==> config.mk <==
export PLATFORM = sky130hd
export DESIGN_NAME = alu_trace_capture_flat
export DESIGN_NICKNAME = d
export VERILOG_FILES = /design/src/rtl/alu_trace_capture_if.sv /design/src/rtl/alu_trace_capture.sv /design/src/flat_wrapper.sv
export SDC_FILE = /design/constraint.sdc
export NUM_CORES = 1
export LEC_CHECK = 0
export ABC_AREA = 0
export BUFFER_PORTS_ARGS = -buffer_cell sky130_fd_sc_hd__buf_2
export CORE_MARGIN = 3
export CORE_UTILIZATION = 45
export DETAILED_ROUTE_END_ITERATION = 10
export GPL_TIMING_DRIVEN = 0
export PLACE_DENSITY = 0.62
export SLEW_MARGIN = 20
export SYNTH_ARGS = -nofsm -noshare
export SYNTH_HDL_FRONTEND = slang
export SYNTH_SLANG_ARGS = --single-unit
==> constraint.sdc <==
create_clock -name clk -period 11.8 [get_ports clk]
set_input_delay 2.36 -clock clk [delete_from_list [all_inputs] [get_ports clk]]
set_output_delay 2.36 -clock clk [all_outputs]
set_load 0.1 [all_outputs]
==> src/rtl/alu_trace_capture_if.sv <==
// ---------------------------------------------------------------------------
// alu_trace_capture_if
// Bundles the sampled CPU ALU buses, the capture controls and the trace read
// port of alu_trace_capture.
//
//   slave  (trace block) : a, b, v, n, c, z, arm, stop, rd_ready in;
//                          rd_valid, rd_data, count, state out
//   master (CPU/consumer): the mirror image of slave
//
// DEPTH must match the DEPTH of the attached alu_trace_capture.
// Optional feature macro: TRACE_TIMESTAMP_EN widens rd_data to 84 bits.
// ---------------------------------------------------------------------------
interface alu_trace_capture_if #(
    parameter int DEPTH = 16
);
    localparam int CW = $clog2(DEPTH) + 1;
`ifdef TRACE_TIMESTAMP_EN
    localparam int RW = 84;
`else
    localparam int RW = 68;
`endif

    logic [31:0]   a;
    logic [31:0]   b;
    logic          v;
    logic          n;
    logic          c;
    logic          z;
    logic          arm;
    logic          stop;
    logic          rd_ready;
    logic          rd_valid;
    logic [RW-1:0] rd_data;
    logic [CW-1:0] count;
    logic [1:0]    state;

    modport master (
        output a, b, v, n, c, z, arm, stop, rd_ready,
        input  rd_valid, rd_data, count, state
    );

    modport slave (
        input  a, b, v, n, c, z, arm, stop, rd_ready,
        output rd_valid, rd_data, count, state
    );
endinterface

==> src/rtl/alu_trace_capture.sv <==
// ---------------------------------------------------------------------------
// alu_trace_capture
// Watches the CPU ALU buses {v,n,c,z,a,b} every cycle and, during a capture
// session, pushes every sample that differs from the previous cycle's sample
// into a DEPTH-entry FIFO. The FIFO drains through a ready/valid read port
// with zero read latency.
//
// Ports:
//   clk  - sole clock, rising edge
//   rst  - asynchronous, active-high reset
//   bus  - alu_trace_capture_if.slave
//            a, b, v, n, c, z : sampled ALU buses and flags
//            arm / stop       : one-cycle session start / end pulses
//            rd_ready         : consumer accepts head entry
//            rd_valid         : FIFO non-empty
//            rd_data          : head entry {v,n,c,z,a,b} (timestamp as MSBs)
//            count            : number of stored entries
//            state            : IDLE=0, ARMED=1, CAPTURE=2, DONE=3
//
// Optional feature macro: TRACE_TIMESTAMP_EN -- when defined, a 16-bit
// free-running cycle counter is stored with each entry in rd_data[83:68].
// ---------------------------------------------------------------------------
module alu_trace_capture #(
    parameter int DEPTH = 16
) (
    input  logic               clk,
    input  logic               rst,
    alu_trace_capture_if.slave bus
);
    localparam int AW = $clog2(DEPTH);
    localparam int CW = AW + 1;
    localparam int SW = 68;
`ifdef TRACE_TIMESTAMP_EN
    localparam int EW = SW + 16;
`else
    localparam int EW = SW;
`endif

    typedef enum logic [1:0] {
        IDLE    = 2'd0,
        ARMED   = 2'd1,
        CAPTURE = 2'd2,
        DONE    = 2'd3
    } state_t;

    state_t        st;
    logic [SW-1:0] smp_p0;
    logic [SW-1:0] smp_p1;
    logic          change;
    logic          active;
    logic          has_space;
    logic          push;
    logic          pop;
    logic          fills;
    logic [AW-1:0] wr_ptr;
    logic [AW-1:0] rd_ptr;
    logic [CW-1:0] cnt;
    logic [EW-1:0] wr_entry;
    logic [EW-1:0] mem [DEPTH];
`ifdef TRACE_TIMESTAMP_EN
    logic [15:0]   ts;
`endif

    // Stage p0: current sample and push/pop decisions
    assign smp_p0    = {bus.v, bus.n, bus.c, bus.z, bus.a, bus.b};
    assign change    = (smp_p0 != smp_p1);
    assign active    = (st == ARMED) || (st == CAPTURE);
    assign has_space = (cnt < CW'(DEPTH));
    assign push      = active && change && has_space;
    assign pop       = (cnt != '0) && bus.rd_ready;
    // A pop in the same cycle keeps the level below DEPTH, so only an
    // unpaired push into the last free slot ends the session.
    assign fills     = push && !pop && (cnt == CW'(DEPTH - 1));

`ifdef TRACE_TIMESTAMP_EN
    assign wr_entry = {ts, smp_p0};
`else
    assign wr_entry = smp_p0;
`endif

    // Stage p1: session FSM
    always_ff @(posedge clk or posedge rst) begin
        if (rst) begin
            st <= IDLE;
        end else begin
            case (st)
                IDLE: begin
                    if (bus.arm && !bus.stop) st <= ARMED;
                end
                ARMED: begin
                    // A change that cannot be stored (re-armed while full)
                    // ends the session rather than silently skipping data.
                    if (bus.stop || fills || (change && !has_space)) st <= DONE;
                    else if (change)                                 st <= CAPTURE;
                end
                CAPTURE: begin
                    if (bus.stop || fills) st <= DONE;
                end
                DONE: begin
                    if (bus.arm && !bus.stop) st <= ARMED;
                end
                default: st <= IDLE;
            endcase
        end
    end

    // Stage p1: sample register, pointers, occupancy, timestamp
    always_ff @(posedge clk or posedge rst) begin
        if (rst) begin
            smp_p1 <= '0;
            wr_ptr <= '0;
            rd_ptr <= '0;
            cnt    <= '0;
        end else begin
            smp_p1 <= smp_p0;
            if (push) wr_ptr <= wr_ptr + AW'(1);
            if (pop)  rd_ptr <= rd_ptr + AW'(1);
            case ({push, pop})
                2'b10:   cnt <= cnt + CW'(1);
                2'b01:   cnt <= cnt - CW'(1);
                default: cnt <= cnt;
            endcase
        end
    end

`ifdef TRACE_TIMESTAMP_EN
    always_ff @(posedge clk or posedge rst) begin
        if (rst) ts <= '0;
        else     ts <= ts + 16'd1;
    end
`endif

    // Stage p1: storage array (data only, never reset)
    always_ff @(posedge clk) begin
        if (push) mem[wr_ptr] <= wr_entry;
    end

    assign bus.rd_valid = (cnt != '0);
    assign bus.rd_data  = mem[rd_ptr];
    assign bus.count    = cnt;
    assign bus.state    = st;
endmodule

==> src/flat_wrapper.sv <==
// flat-port wrapper written by rule: the top's interface ports become plain ports
module alu_trace_capture_flat 
#(
    parameter int DEPTH = 16
)
  (clk, rst, bus_a, bus_b, bus_v, bus_n, bus_c, bus_z, bus_arm, bus_stop, bus_rd_ready, bus_rd_valid, bus_rd_data, bus_count, bus_state);
  alu_trace_capture_if #(.DEPTH(DEPTH)) bus_i ();
  input  logic clk;
  input  logic rst;
  input wire logic [$bits(bus_i.a)-1:0] bus_a;
  input wire logic [$bits(bus_i.b)-1:0] bus_b;
  input wire logic [$bits(bus_i.v)-1:0] bus_v;
  input wire logic [$bits(bus_i.n)-1:0] bus_n;
  input wire logic [$bits(bus_i.c)-1:0] bus_c;
  input wire logic [$bits(bus_i.z)-1:0] bus_z;
  input wire logic [$bits(bus_i.arm)-1:0] bus_arm;
  input wire logic [$bits(bus_i.stop)-1:0] bus_stop;
  input wire logic [$bits(bus_i.rd_ready)-1:0] bus_rd_ready;
  output wire logic [$bits(bus_i.rd_valid)-1:0] bus_rd_valid;
  output wire logic [$bits(bus_i.rd_data)-1:0] bus_rd_data;
  output wire logic [$bits(bus_i.count)-1:0] bus_count;
  output wire logic [$bits(bus_i.state)-1:0] bus_state;
  assign bus_i.a = bus_a;
  assign bus_i.b = bus_b;
  assign bus_i.v = bus_v;
  assign bus_i.n = bus_n;
  assign bus_i.c = bus_c;
  assign bus_i.z = bus_z;
  assign bus_i.arm = bus_arm;
  assign bus_i.stop = bus_stop;
  assign bus_i.rd_ready = bus_rd_ready;
  assign bus_rd_valid = bus_i.rd_valid;
  assign bus_rd_data = bus_i.rd_data;
  assign bus_count = bus_i.count;
  assign bus_state = bus_i.state;
  alu_trace_capture #(.DEPTH(DEPTH)) u_core (.clk(clk), .rst(rst), .bus(bus_i));
endmodule
==> run summary <==
The run finished with clean final reports. Of the cells placed in the final design, the portion with a size suffix greater than 1 is 35.24%. In the routed design, unresolved DRC markers number 0. The first global-routing pass estimated 152100 µm of wire. The count of nets left with antenna violations once routing finished came out at 0. The analysis attributes to cell leakage a power of 16.71 nW. The run gives 0 as the number of buffers added for setup after CTS.

The run gives 35.5% as the portion of total power attributed to sequential cells. Gates resized during post-CTS repair numbered 0. The tools report the capture endpoint of the worst hold path as u_core.wr_ptr[0]$_DFFE_PP0P_. Setup slack on the worst reg-to-reg path comes out at 7.10 ns. The worst setup path category was reg2out. After detailed routing, the number of vias per cell comes to 5.770.

The initial antenna violation count was 17; the post-layout minimum cycle time was 6.315 ns. For the synthesized cell area, the log shows 44250 µm². Port buffering added 148 buffers.

Starting DRC count in detailed routing: 2166. The clock share of power came out at 25.8%. After routing, the total negative slack on setup checks comes to 0 ns.

The placed wire-length estimate after detailed placement is 69150 µm, and the synthesis-stage register bit count is 1171. The first-pass detailed-route iteration total is 6. Entering global routing, the biggest net connects 63 pins. For this run, asynchronously set or reset flops after synthesis account for 7.088%.

The highest cell delay on the worst timing path was 0.77 ns; the post-synthesis cell count was 1788. The floorplan step set the die width to 319.6 µm. The net count reported at finish was 2207.

TritonCTS built the clock tree. The number of buffers created by CTS is 115. The startpoint identified for the worst hold timing path is u_core.wr_ptr[0]$_DFFE_PP0P_.

In this run switching power makes up 37.96% of total power. The tightest min-delay check is of the reg2reg type. The power per unit of standard cell area is 268.8 nW/µm², and the floorplan row count is 114. After clock tree synthesis, the clock-pin slew on the worst setup and hold paths is 0.06 ns. Headroom to the max-slew limit came out at 29.17%. The die covers 102100 µm². The tools report the CTS root buffer as sky130_fd_sc_hd__clkbuf_16.

Leaving out fill and tap cells, the most frequent cells in the layout are sky130_fd_sc_hd__edfxtp_1 (1088), sky130_fd_sc_hd__mux4_2 (340), sky130_fd_sc_hd__buf_2 (151). Max-cap violations in this run came to 0. The post-synthesis area per instance works out to 24.75 µm². The core region is 97140 µm². The logs give 8.695 mW for the internal power of the cells and 0 for the number of hold buffers added after CTS. Synthesis produced a netlist with a net count of 1874. The worst hold path stage count was 1; the proportion of power drawn by combinational gates was 38.7%. The distinct cell type count of the synthesized netlist was 35; the cell depth of the worst flop-to-flop path was 14. The startpoint identified for the worst register-to-register timing path is u_core.smp_p1[23]$_DFF_PP0_. The commonest non-fill, non-tap cell in the layout is sky130_fd_sc_hd__edfxtp_1.

Setup repair after global routing left no endpoint under its margin. Critical path data required time: 9.44 ns. From synthesis to final layout, the design area changed by 17.81%. For this block, the routed nets add up to 105100 µm of wire.

The total count of hold-check failures in the final report was 0. The switching power of the nets came out at 5.320 mW. For the pin with the worst max-slew slack, the measured transition is 1.062 ns. Counting the fill cells in the layout gives 7149. In this run the critical register-to-register path is captured at u_core.bus.count[4]$_DFFE_PP0P_.

The sequential area share after synthesis is 78.52%, and the effective utilization at floorplan is 45.56%. The number of enable flip-flop cells after synthesis came out at 1088. Of all nets on the critical path, the largest fanout is 10.

The largest individual stage delay along the critical path comes from the cell sky130_fd_sc_hd__clkbuf_1. The logs give 1171 for the sink count of the clock tree and 48390 µm² for the placed standard-cell area. The number of warning messages in the yosys log came out at 0.

The post-route standard cell area excluding fillers was 52140 µm²; the number of global-route vias before repair was 21370. The total congestion overflow was 0. The tools report the kind of capture point of the worst setup path as an output pin.

Among all flip-flop cells after synthesis, the most frequent one is sky130_fd_sc_hd__edfxtp_1. The die is 319.6 µm tall. The number of endpoints failing setup at the final stage is 0, and the H-tree level count is 3. At the end of routability-driven placement, the weighted congestion stood at 0.7673. Clock skew on the completed layout was measured at 0.02787 ns. The tools report the total number of vias as 20220.

The tools report the startpoint type of the worst setup path as a flip-flop. For the worst-skew pair, the clock arrives at the later sink with an insertion delay of 0.68 ns. The average wire length per cell after detail routing was 29.98 µm.

Global routing used 20.75% of the available tracks. The clock passes through at most 3 buffers. The signal on the critical path passes through clkbuf_1 -> clkbuf_1 -> mux4_2 -> mux4_2 -> buf_2. The run gives 158.4 MHz as the achievable frequency.

At the worst endpoint, the arrival time is 3.95 ns. The worst-case IR drop observed on VDD is 0.3858 mV. During I/O placement, the number of pins put on the boundary was 149. Final count of pins violating max slew: 0. After layout, the worst path uses 53.52% of the clock period.
-- power by group through the flow --
stage                     sequential [mW]  clock (mW)  combinational (mW)
final                                4.97        3.61                5.43
after global routing                 4.99        3.84                5.66
after CTS                            4.97        3.67                5.52
after detailed placement             5.06           0                5.50
after global placement               5.12           0                5.27
after floorplan                      5.15           0                4.05
-- cell type report --
class                   count  area [µm²]  area share [%]
diodes                      7       17.52         0.03360
plain buffers              82       465.4          0.8928
clock buffers             141        2995           5.745
clock inverters            77       728.2           1.397
inverters                   8       35.03         0.06720
multi-input cells         527        9139           17.53
flip-flops and latches   1171       34750           66.65
well taps                1276        1597           3.062
repair buffers            216        2410           4.622
-- worst max path at each step --
stage,start,to,slack [ns],depth (start not counted)
final,u_core.rd_ptr[1]$_DFFE_PP0P_,bus_rd_data[2],5.49,5
after global routing,bus_n,u_core.bus.state[0]$_DFFE_PP0P_,5.32,16
after global placement,bus_a[28],u_core.mem[8][28]$_DFFE_PP_,0.05,8
after floorplan,bus_b[1],u_core.mem[3][0]$_DFFE_PP_,5.24,8
after CTS,u_core.rd_ptr[1]$_DFFE_PP0P_,bus_rd_data[55],5.42,5
after detailed placement,bus_b[23],u_core.bus.count[4]$_DFFE_PP0P_,4.92,15
-- logic make-up after synthesis --
| logic type | count (synthesis) | synth area share, % |
|---|---|---|
| muxes | 342 | 17.35 |
| and+or+nand+nor | 76 | 0.8341 |
| DFF | 1171 | 78.52 |
| buffers and inverters | 90 | 1.103 |
| AOI/OAI and AO/OA | 17 | 0.2431 |
| adders and majority gates | 13 | 0.3845 |
| xor gates and xnor gates | 79 | 1.563 |
-- flip-flops by register name, summed over array words and instances, names as in the netlist --
register          count
u_core.bus.count      5
u_core.bus.state      2
u_core.rd_ptr         4
u_core.mem         1088
u_core.smp_p1        68
u_core.wr_ptr         4
-- synth_stat cells, drive strengths merged, types with 2 or more instances --
master  number  area share [%]
o211ai       2           0.034
nand3        6           0.068
ha          12            0.34
nor3         2           0.023
inv          8           0.068
xnor2       68             1.3
o21ai        4           0.045
edfxtp    1088              74
clkbuf      42            0.36
nand4       16            0.23
buf         40            0.68
mux4       340              17
a21o         2           0.034
mux2         2           0.051
dfrtp       83             4.7
xor2        11            0.22
nor2b        2           0.028
nand2       21            0.18
a21oi        4           0.045
nor2        20            0.17
nor4         5           0.071
-- stage by stage --
step / setup WS, ns / total power [mW] / hold WS (ns) / utilization (%) / cells
after global routing: 5.317 / 14.49 / 0.6074 / 53.66 / 3499
after detailed placement: 4.923 / 10.56 / 0.5504 / 49.82 / 3280
final: 5.485 / 14.01 / 0.5709 / 53.67 / 3505
after CTS: 5.422 / 14.17 / 0.5716 / 53.65 / 3498
after global placement: 0.04506 / 10.39 / 0.5275 / 47.97 / 3212
after floorplan: 5.241 / 9.196 / 0.5092 / - / 1788
-- worst max-delay path: cells and delay by family (launching register included) --
family / cells / cell delay (ns)
flops: 1 / 0.41
buf+inv: 3 / 1.85
mux: 2 / 1.00
-- per-layer routing --
layer	GRT usage [%]	wire length, µm
met1	29.48	43580
met4	5.607	2324
met5	0	54
met3	4.423	8103
met2	33.08	51020
Note: power is estimated with default switching activity, not from simulation.
